`config.mk`:
```
export PLATFORM = sky130hd
export DESIGN_NAME = d_driver
export DESIGN_NICKNAME = d
export VERILOG_FILES = /design/src/rtl/d_driver.sv
export SDC_FILE = /design/constraint.sdc
export NUM_CORES = 1
export LEC_CHECK = 0
export ABC_AREA = 1
export CORE_MARGIN = 1.5
export CORE_UTILIZATION = 60
export CTS_CLUSTER_SIZE = 28
export DETAILED_ROUTE_END_ITERATION = 10
export PLACE_DENSITY = 0.86
export SETUP_SLACK_MARGIN = 0.15
export SKIP_LAST_GASP = 1
export SLEW_MARGIN = 20
export SYNTH_ARGS = -nofsm -noshare
export SYNTH_HDL_FRONTEND = slang
export SYNTH_SLANG_ARGS = --single-unit
export TNS_END_PERCENT = 20
```
`constraint.sdc`:
```
create_clock -name iclk -period 2.46 [get_ports iclk]
set_clock_uncertainty 0.15 [all_clocks]
set_input_delay 0.246 -clock iclk [delete_from_list [all_inputs] [get_ports iclk]]
set_output_delay 0.246 -clock iclk [all_outputs]
set_load 0.02 [all_outputs]
```
`src/rtl/d_driver.sv`:
```
// d_driver: SD 4-bit DAT-line driver for single-block reads and writes with per-line CRC16.
// Define D_DRIVER_TIMEOUT_EN to bound the R_WAIT, W_STAT and W_BUSY waits by TIMEOUT cycles.
module d_driver #(
  parameter int ADDR_W  = 10,
  parameter int TIMEOUT = 65535
) (
  input  logic              iclk,
  input  logic              irst,
  input  logic [3:0]        idata_sd,
  output logic [3:0]        odata_sd,
  input  logic              istart_read,
  input  logic              istart_write,
  output logic [ADDR_W-1:0] oaddr,
  output logic [3:0]        owdata,
  output logic              owrite_en,
  input  logic [3:0]        irdata,
  output logic              ocrc_fail,
  output logic              odone
);

  typedef enum logic [3:0] {
    IDLE, R_WAIT, R_DATA, R_CRC, R_END,
    W_PRE, W_START, W_DATA, W_CRC, W_END, W_STAT, W_BUSY,
    DONE
  } state_t;

  localparam logic [ADDR_W-1:0] DATA_LAST = '1;
  localparam logic [ADDR_W-1:0] CRC_LAST  = ADDR_W'(15);

  if (ADDR_W < 4) begin : g_bad_addr_w
    $error("d_driver: ADDR_W must be at least 4");
  end
  if (TIMEOUT < 1 || TIMEOUT > 65535) begin : g_bad_timeout
    $error("d_driver: TIMEOUT must fit the 16-bit wait counter");
  end

  state_t            state, next_state;
  logic [ADDR_W-1:0] cnt;
  logic [3:0][15:0]  crc;
  logic [2:0]        tok_cnt;
  logic [2:0]        status;
  logic              tmo_hit;
  logic              tmo_abort;

  function automatic logic [15:0] crc_step(input logic [15:0] c, input logic b);
    return {c[14:0], 1'b0} ^ ((c[15] ^ b) ? 16'h1021 : 16'h0000);
  endfunction

`ifdef D_DRIVER_TIMEOUT_EN
  localparam logic [15:0] TMO_LAST = 16'(TIMEOUT - 1);
  logic [15:0] tmo_cnt;
  logic        in_wait;

  assign in_wait = (state == R_WAIT) || (state == W_STAT) || (state == W_BUSY);

  always_ff @(posedge iclk or negedge irst) begin
    if (!irst)                    tmo_cnt <= '0;
    else if (next_state != state) tmo_cnt <= '0;
    else if (in_wait)             tmo_cnt <= tmo_cnt + 16'd1;
  end

  assign tmo_hit = in_wait && (tmo_cnt == TMO_LAST);
`else
  assign tmo_hit = 1'b0;
`endif

  always_ff @(posedge iclk or negedge irst) begin
    if (!irst) state <= IDLE;
    else       state <= next_state;
  end

  always_comb begin
    // NOTE: every output of this block gets a default first so no path infers a latch.
    next_state = state;
    tmo_abort  = 1'b0;
    odone      = 1'b0;
    unique case (state)
      IDLE: begin
        if (istart_read)       next_state = R_WAIT;
        else if (istart_write) next_state = W_PRE;
      end
      R_WAIT: begin
        if (idata_sd == 4'h0) next_state = R_DATA;
        else if (tmo_hit)     tmo_abort  = 1'b1;
      end
      R_DATA:  if (cnt == DATA_LAST) next_state = R_CRC;
      R_CRC:   if (cnt == CRC_LAST)  next_state = R_END;
      R_END:   next_state = DONE;
      W_PRE:   next_state = W_START;
      W_START: next_state = W_DATA;
      W_DATA:  if (cnt == DATA_LAST) next_state = W_CRC;
      W_CRC:   if (cnt == CRC_LAST)  next_state = W_END;
      W_END:   next_state = W_STAT;
      W_STAT: begin
        if (tok_cnt == 3'd4) next_state = W_BUSY;
        else if (tmo_hit)    tmo_abort  = 1'b1;
      end
      W_BUSY: begin
        if (idata_sd[0])  next_state = DONE;
        else if (tmo_hit) tmo_abort  = 1'b1;
      end
      DONE: begin
        odone      = 1'b1;
        next_state = IDLE;
      end
      default: next_state = IDLE;
    endcase
    if (tmo_abort) next_state = DONE;
  end

  // NOTE: all state below uses non-blocking assignments so every read sees pre-edge values.
  always_ff @(posedge iclk or negedge irst) begin
    if (!irst) begin
      cnt       <= '0;
      crc       <= '0;
      tok_cnt   <= '0;
      status    <= '0;
      odata_sd  <= 4'hF;
      oaddr     <= '0;
      owdata    <= '0;
      owrite_en <= 1'b0;
      ocrc_fail <= 1'b0;
    end else begin
      cnt       <= (next_state != state) ? '0 : cnt + ADDR_W'(1);
      owrite_en <= 1'b0;
      odata_sd  <= 4'hF;
      if (tmo_abort) ocrc_fail <= 1'b1;

      case (state)
        IDLE: begin
          if (istart_read || istart_write) begin
            crc       <= '0;
            ocrc_fail <= 1'b0;
            oaddr     <= '0;
            tok_cnt   <= '0;
          end
        end
        R_DATA: begin
          owdata    <= idata_sd;
          oaddr     <= cnt;
          owrite_en <= 1'b1;
          for (int i = 0; i < 4; i++) crc[i] <= crc_step(crc[i], idata_sd[i]);
        end
        // Feeding the received CRC through the same LFSR leaves zero when it matches.
        R_CRC:   for (int i = 0; i < 4; i++) crc[i] <= crc_step(crc[i], idata_sd[i]);
        R_END:   ocrc_fail <= (crc != '0) || (idata_sd != 4'hF);
        W_PRE, W_START, W_DATA: oaddr <= oaddr + ADDR_W'(1);
        W_STAT: begin
          if (tok_cnt == 3'd0) begin
            if (!idata_sd[0]) tok_cnt <= 3'd1;
          end else if (tok_cnt != 3'd4) begin
            status  <= {status[1:0], idata_sd[0]};
            tok_cnt <= tok_cnt + 3'd1;
          end else begin
            ocrc_fail <= (status != 3'b010);
          end
        end
        default: ;
      endcase

      // The bus is registered, so the write path is keyed on the state being entered.
      case (next_state)
        W_START: odata_sd <= 4'h0;
        W_DATA: begin
          odata_sd <= irdata;
          for (int i = 0; i < 4; i++) crc[i] <= crc_step(crc[i], irdata[i]);
        end
        W_CRC: begin
          for (int i = 0; i < 4; i++) begin
            odata_sd[i] <= crc[i][15];
            crc[i]      <= {crc[i][14:0], 1'b0};
          end
        end
        default: ;
      endcase
    end
  end

endmodule

```
[Yosys cells after proc, flatten, opt, wreduce, memory -nomap -nowiden]
Index checks and enable logic that the tools add are counted.
Operators by class
  reduce and logical (&&, ||, !) cells: 17
  add/subtract/negate cells: 3
  multiplexer cells: 36
  equality and inequality tests: 28
  bitwise logic cells: 17
Operators by type and width (number)
  64-bit one-hot mux with 2 select lines: 2
  16-bit by 13-bit XOR with 16-bit output: 8
  13-bit 2-to-1 mux: 8
  64-bit 2-to-1 mux: 1
  64-bit nonzero test: 1
  4-bit one-hot mux with 12 select lines: 1
  4-bit 2-to-1 mux: 9
  10-bit one-hot mux with 3 select lines: 1
  4-bit by 3-bit equality test with 1-bit output, second input constant: 6
  4-bit equality test, second input constant: 6
  10-bit by 1-bit adder with 10-bit output, second input constant: 2
  10-bit 2-to-1 mux: 2
  3-bit 2-to-1 mux: 4
  4-bit one-hot mux with 3 select lines: 1
  10-bit equality test, second input constant: 1
  10-bit by 4-bit equality test with 1-bit output, second input constant: 1
  3-bit != test, second input constant: 3
  4-bit by 2-bit equality test with 1-bit output, second input constant: 2
  4-bit logical NOT: 2
  4-bit AND reduction: 2
  1-bit XOR: 8
  2-bit != test, second input constant: 3
  3-bit one-hot mux with 2 select lines: 1
  3-bit nonzero test: 2
  18 further kinds: 24
Storage, ports and cells
  bits of input ports: 12
  register bits after elaboration: 104

[Depth between registers and ports, before layout]
  depth in word-level cells: 6
  depth in mapped cells: 15
  depth with buffers taken out: 13

[Worst setup path before layout]
OpenSTA, ideal clock, no wires.
  kind: register -> register
  start point: register cnt[0]
  end point: register crc[21] (netlist name)
  stages on the path, launching flop included: 15
  buffers on the path: 2
  slack: 0.412 ns
  arrival: 1.779 ns
  period minus slack after synthesis: 2.048 ns
  library setup time: 0.119 ns
  path through: dfrtp_1 -> ha_1 -> nand2_1 -> nor2_2 -> nand3_2 -> nand2_4 -> inv_2 -> nor2_1 -> nand2_1 -> nor2_4 -> nand3_1 -> buf_6 -> buf_6 -> nand4_1 -> nand2_1
On the way
  word-level cells in the longest chain between the ends: 6
RTL lines
  start: declaration: RTL line 38  | logic [ADDR_W-1:0] cnt;
  start signal: assignment: RTL line 124  | cnt <= (next_state != state) ? '0 : cnt + ADDR_W'(1);
  10-bit by 4-bit equality test with 1-bit output / 10-bit equality test (equally long branches)
  4-bit 2-to-1 mux (on tied branches)
  4-bit one-hot mux with 12 select lines (*): RTL line 77  | unique case (state)
  4-bit equality test / 4-bit by 3-bit equality test with 1-bit output (equally long branches): RTL line 162  | case (next_state)
  4-bit by 2-bit != test with 1-bit output (no line) / 4-bit nonzero test (equally long branches)
  2-bit AND reduction (no line)
  end signal: indexed assignment: RTL line 171  | crc[i] <= {crc[i][14:0], 1'b0};
  end: declaration: RTL line 39  | logic [3:0][15:0] crc;
Every way passes the cells marked *; elsewhere a longest branch is shown, timed or not.
A chain may end at the register's enable or synchronous reset.

[Final worst setup path]
  start point: register cnt[1]
  end point: register crc[31] (netlist name)
Same word-level chain as after synthesis.

==> results.sh <==
export IMPL_status="finished, final reports clean"
export IMPL_synth_nets=1000
export IMPL_power_density_mw_per_mm2=785
export IMPL_path_class="flip-flop to flip-flop"
export IMPL_wirelength_mm=20.0
export IMPL_max_slew_margin_rel_pct=50.1
export IMPL_p_int_mw=3.68
export IMPL_wl_per_cell_um=17.2
export IMPL_netlist_area_leader_share_pct=37.0
export IMPL_detail_route_antenna_nets=0
export IMPL_coreArea_mm2=0.0109
export IMPL_grt_max_degree=65
export IMPL_cts_htree_levels=3
export IMPL_cp_max_fo=7
export IMPL_vias=7174
export IMPL_grt_use_met3_pct=6.87
export IMPL_globalplace_congestion=0.934
export IMPL_max_cap_viol_count=0
export IMPL_die_w_um=109
export IMPL_worst_setup_path_end_kind="flip-flop"
export IMPL_cpLargestDelayFamily="simple AND/OR/NAND/NOR gates"
export IMPL_cp_data_arrival_time_ns=2.51
export IMPL_swShare_pct=41.0
export IMPL_path_cells="ha_4 -> nand2_4 -> nor2_4 -> buf_6 -> nand4_1 -> nand2_2 -> nor2_4 -> nor2_4 -> buf_6 -> nand3_4 -> buf_6 -> nand4_1 -> nand2_1"
export IMPL_hold_worst_slack_ns=0.245
export IMPL_synth_cell_types=37
export IMPL_use_met1_pct=43.0
export IMPL_setup_viol=0
export IMPL_clock_sinks=104
export IMPL_slowest_delay_ns=0.42
export IMPL_num_antenna_cells=0
export IMPL_clk_pin_slew_worst_paths_ns=0.07
export IMPL_cts_buffers=9
export IMPL_clk_insertion_delay_late_ns=0.37
export IMPL_ys_ff_latch=104
export IMPL_antenna_found_initial=0
export IMPL_pin_count=33
export IMPL_startpoint="cnt[1]"
export IMPL_syn_inst=983
export IMPL_synth_warnings=0
export IMPL_r2r_start="cnt[1]"
export IMPL_hold_path_class="primary input to async pin"
export IMPL_post_route_min_period_ns=2.40
export IMPL_tns_ns=0
export IMPL_via_per_inst=6.17
export IMPL_drtPass1Iterations=7
export IMPL_grt_ovfl_total=0
export IMPL_cts_root_buf="clkbuf_16"
export IMPL_layout_drive_gt1_share_pct=10.9
export IMPL_crit_path_start_kind="flip-flop"
export IMPL_combPwrFrac_pct=28.4
export IMPL_maxSlewViolCount=0
export IMPL_grt_util_met2_pct=48.9
export IMPL_dp_hpwl_mm=11.0
export IMPL_drc_errors=0
export IMPL_required_ns=2.57
export IMPL_start_util_pct=61.9
export IMPL_yosysSeqAreaShare_pct=38.5
export IMPL_die_area_mm2=0.0119
export IMPL_die_h_um=109
export IMPL_top_usage_layer="met2"
export IMPL_cpMaxStageDelayCell="dfrtp_1"
export IMPL_areaGrowthSynthToFinish_pct=17.5
export IMPL_syn_area_mm2=0.00677
export IMPL_rsz0062_at_grt="yes"
export IMPL_r2r_slack_ns=0.06
export IMPL_pwr_share_seq_pct=49.0
export IMPL_cts_tree="built"
export IMPL_p_sw_mw=2.55
export IMPL_crit_buf_inv=3
export IMPL_hold_violations=0
export IMPL_worst_slew_pin_slew_ns=0.748
export IMPL_layout_nets=1035
export IMPL_syn_area_per_cell_um2=6.88
export IMPL_io_buffers=32
export IMPL_clockPowerShare_pct=22.7
export IMPL_clock_path_buffers=2
export IMPL_max_freq_mhz=417
export IMPL_grt_pass1_vias=5953
export IMPL_grt_first_pass_wirelength_mm=29.0
export IMPL_yosysTopAreaCell="dfrtp_1"
export IMPL_leakage_nw=3.98
export IMPL_track_usage_pct=31.0
export IMPL_peakVddDrop_mv=0.633
export IMPL_fin_crit_sh_pct=97.6
export IMPL_ys_top_cells_by_area="dfrtp_1 37%, nand2_1 15%, nand4_1 13%"
export IMPL_core_rowCount=38
export IMPL_first_iter_violations=829
[what timing repair did]
action                                 4_1_cts  5_1_grt
pin swaps                                    0       23
setup endpoints to repair                    1       82
gates resized for setup                      1       32
endpoints found under the hold margin       32        0
hold buffers                                 1        0
buffers inserted                             0       13
gates cloned                                 0       12
[synth_stat cells (all sizes together)]
cell type,n
o21ai,16
and3,1
nand3,39
o31ai,1
o21bai,1
ha,5
o22ai,4
xnor2,9
a31oi,1
nand3b,1
inv,119
nand4,141
a21oi,14
nor2,160
o211ai,5
xor2,6
or2,4
buf,34
a31o,1
clkbuf,24
dfstp,4
dfrtp,100
o221ai,3
nand2,270
nor3,7
o311ai,1
nor4,12
[registers in the layout, summed over array words and instances (netlist names)]
register   flops
crc           64
cnt           10
oaddr         10
odata_sd       4
owdata         4
state          4
status         3
tok_cnt        3
ocrc_fail      1
owrite_en      1
[metrics by stage]
stage	cell area (µm²)	util, %	worst slack [ns]	power [mW]	std cells
2_1_floorplan	6770	-	0.412	4.16	983
3_3_place_gp	7190	65.7	0.205	4.63	1121
3_5_place_dp	7190	65.7	0.186	4.71	1121
4_1_cts	7490	68.5	0.153	6.11	1138
5_1_grt	7950	72.7	0.00953	6.65	1163
6_report	7950	72.7	0.0593	6.24	1163
[layer usage]
metal / vias to the layer above / wire length [µm]
met5: - / 0
met4: 0 / 843
met3: 90 / 2230
met2: 463 / 9280
met1: 3299 / 7660
li1: 3322 / -
[final cells by class]
| cell class | count | area, µm² |
|---|---|---|
| Tap cell | 140 | 175 |
| Sequential cell | 104 | 2610 |
| Clock buffer | 12 | 256 |
| Fill cell | 796 | 2990 |
| Clock inverter | 4 | 28.8 |
| Timing Repair Buffer | 81 | 942 |
| Multi-Input combinational cell | 703 | 3490 |
| Inverter | 119 | 447 |
[placed cells by master (no fill, tap or decap), types with 5 or more instances in the layout]
cell type          n
o211ai_1           5
buf_6             11
buf_12             8
inv_2              6
inv_1            113
a21oi_1           14
dfrtp_1           97
nor3_1             7
nor2_4             8
o21ai_0           15
xor2_1             6
clkdlybuf4s50_1   31
nor2_1           145
nand3_1           32
nand3_2            6
nand2_1          264
nor4_1            12
xnor2_1            9
nor2_2             7
buf_4             23
clkbuf_16         15
nand4_1          141
[power groups by stage]
stage | Clock (mW) | Combinational [mW] | Sequential, mW
3_3_place_gp | 0 | 1.62 | 3.01
2_1_floorplan | 0 | 1.35 | 2.80
6_report | 1.41 | 1.77 | 3.05
4_1_cts | 1.41 | 1.70 | 3.00
3_5_place_dp | 0 | 1.68 | 3.03
5_1_grt | 1.49 | 2.05 | 3.12
[path summary, 6_finish.rpt]
kind | to | depth (start not counted)
max | crc[31] | 13
min | oaddr[2] | 2
min in group iclk | odata_sd[1] | 3
max in group asynchronous | odata_sd[2] | 3
min reg2reg | status[0] | 2
max reg2reg | crc[31] | 13
[cell families (layout without fill, tap and decap cells)]
family | Yosys count | after routing | share of synthesized area, %
and+or+nand+nor | 635 | 636 | 42.7
buffers and inverters | 177 | 216 | 11.8
DFF | 104 | 104 | 38.5
AOI/OAI and AO/OA | 47 | 47 | 4.11
xor gates and xnor gates | 15 | 15 | 1.94
adders and majority gates | 5 | 5 | 0.925
(Power assumes the default switching activity.)
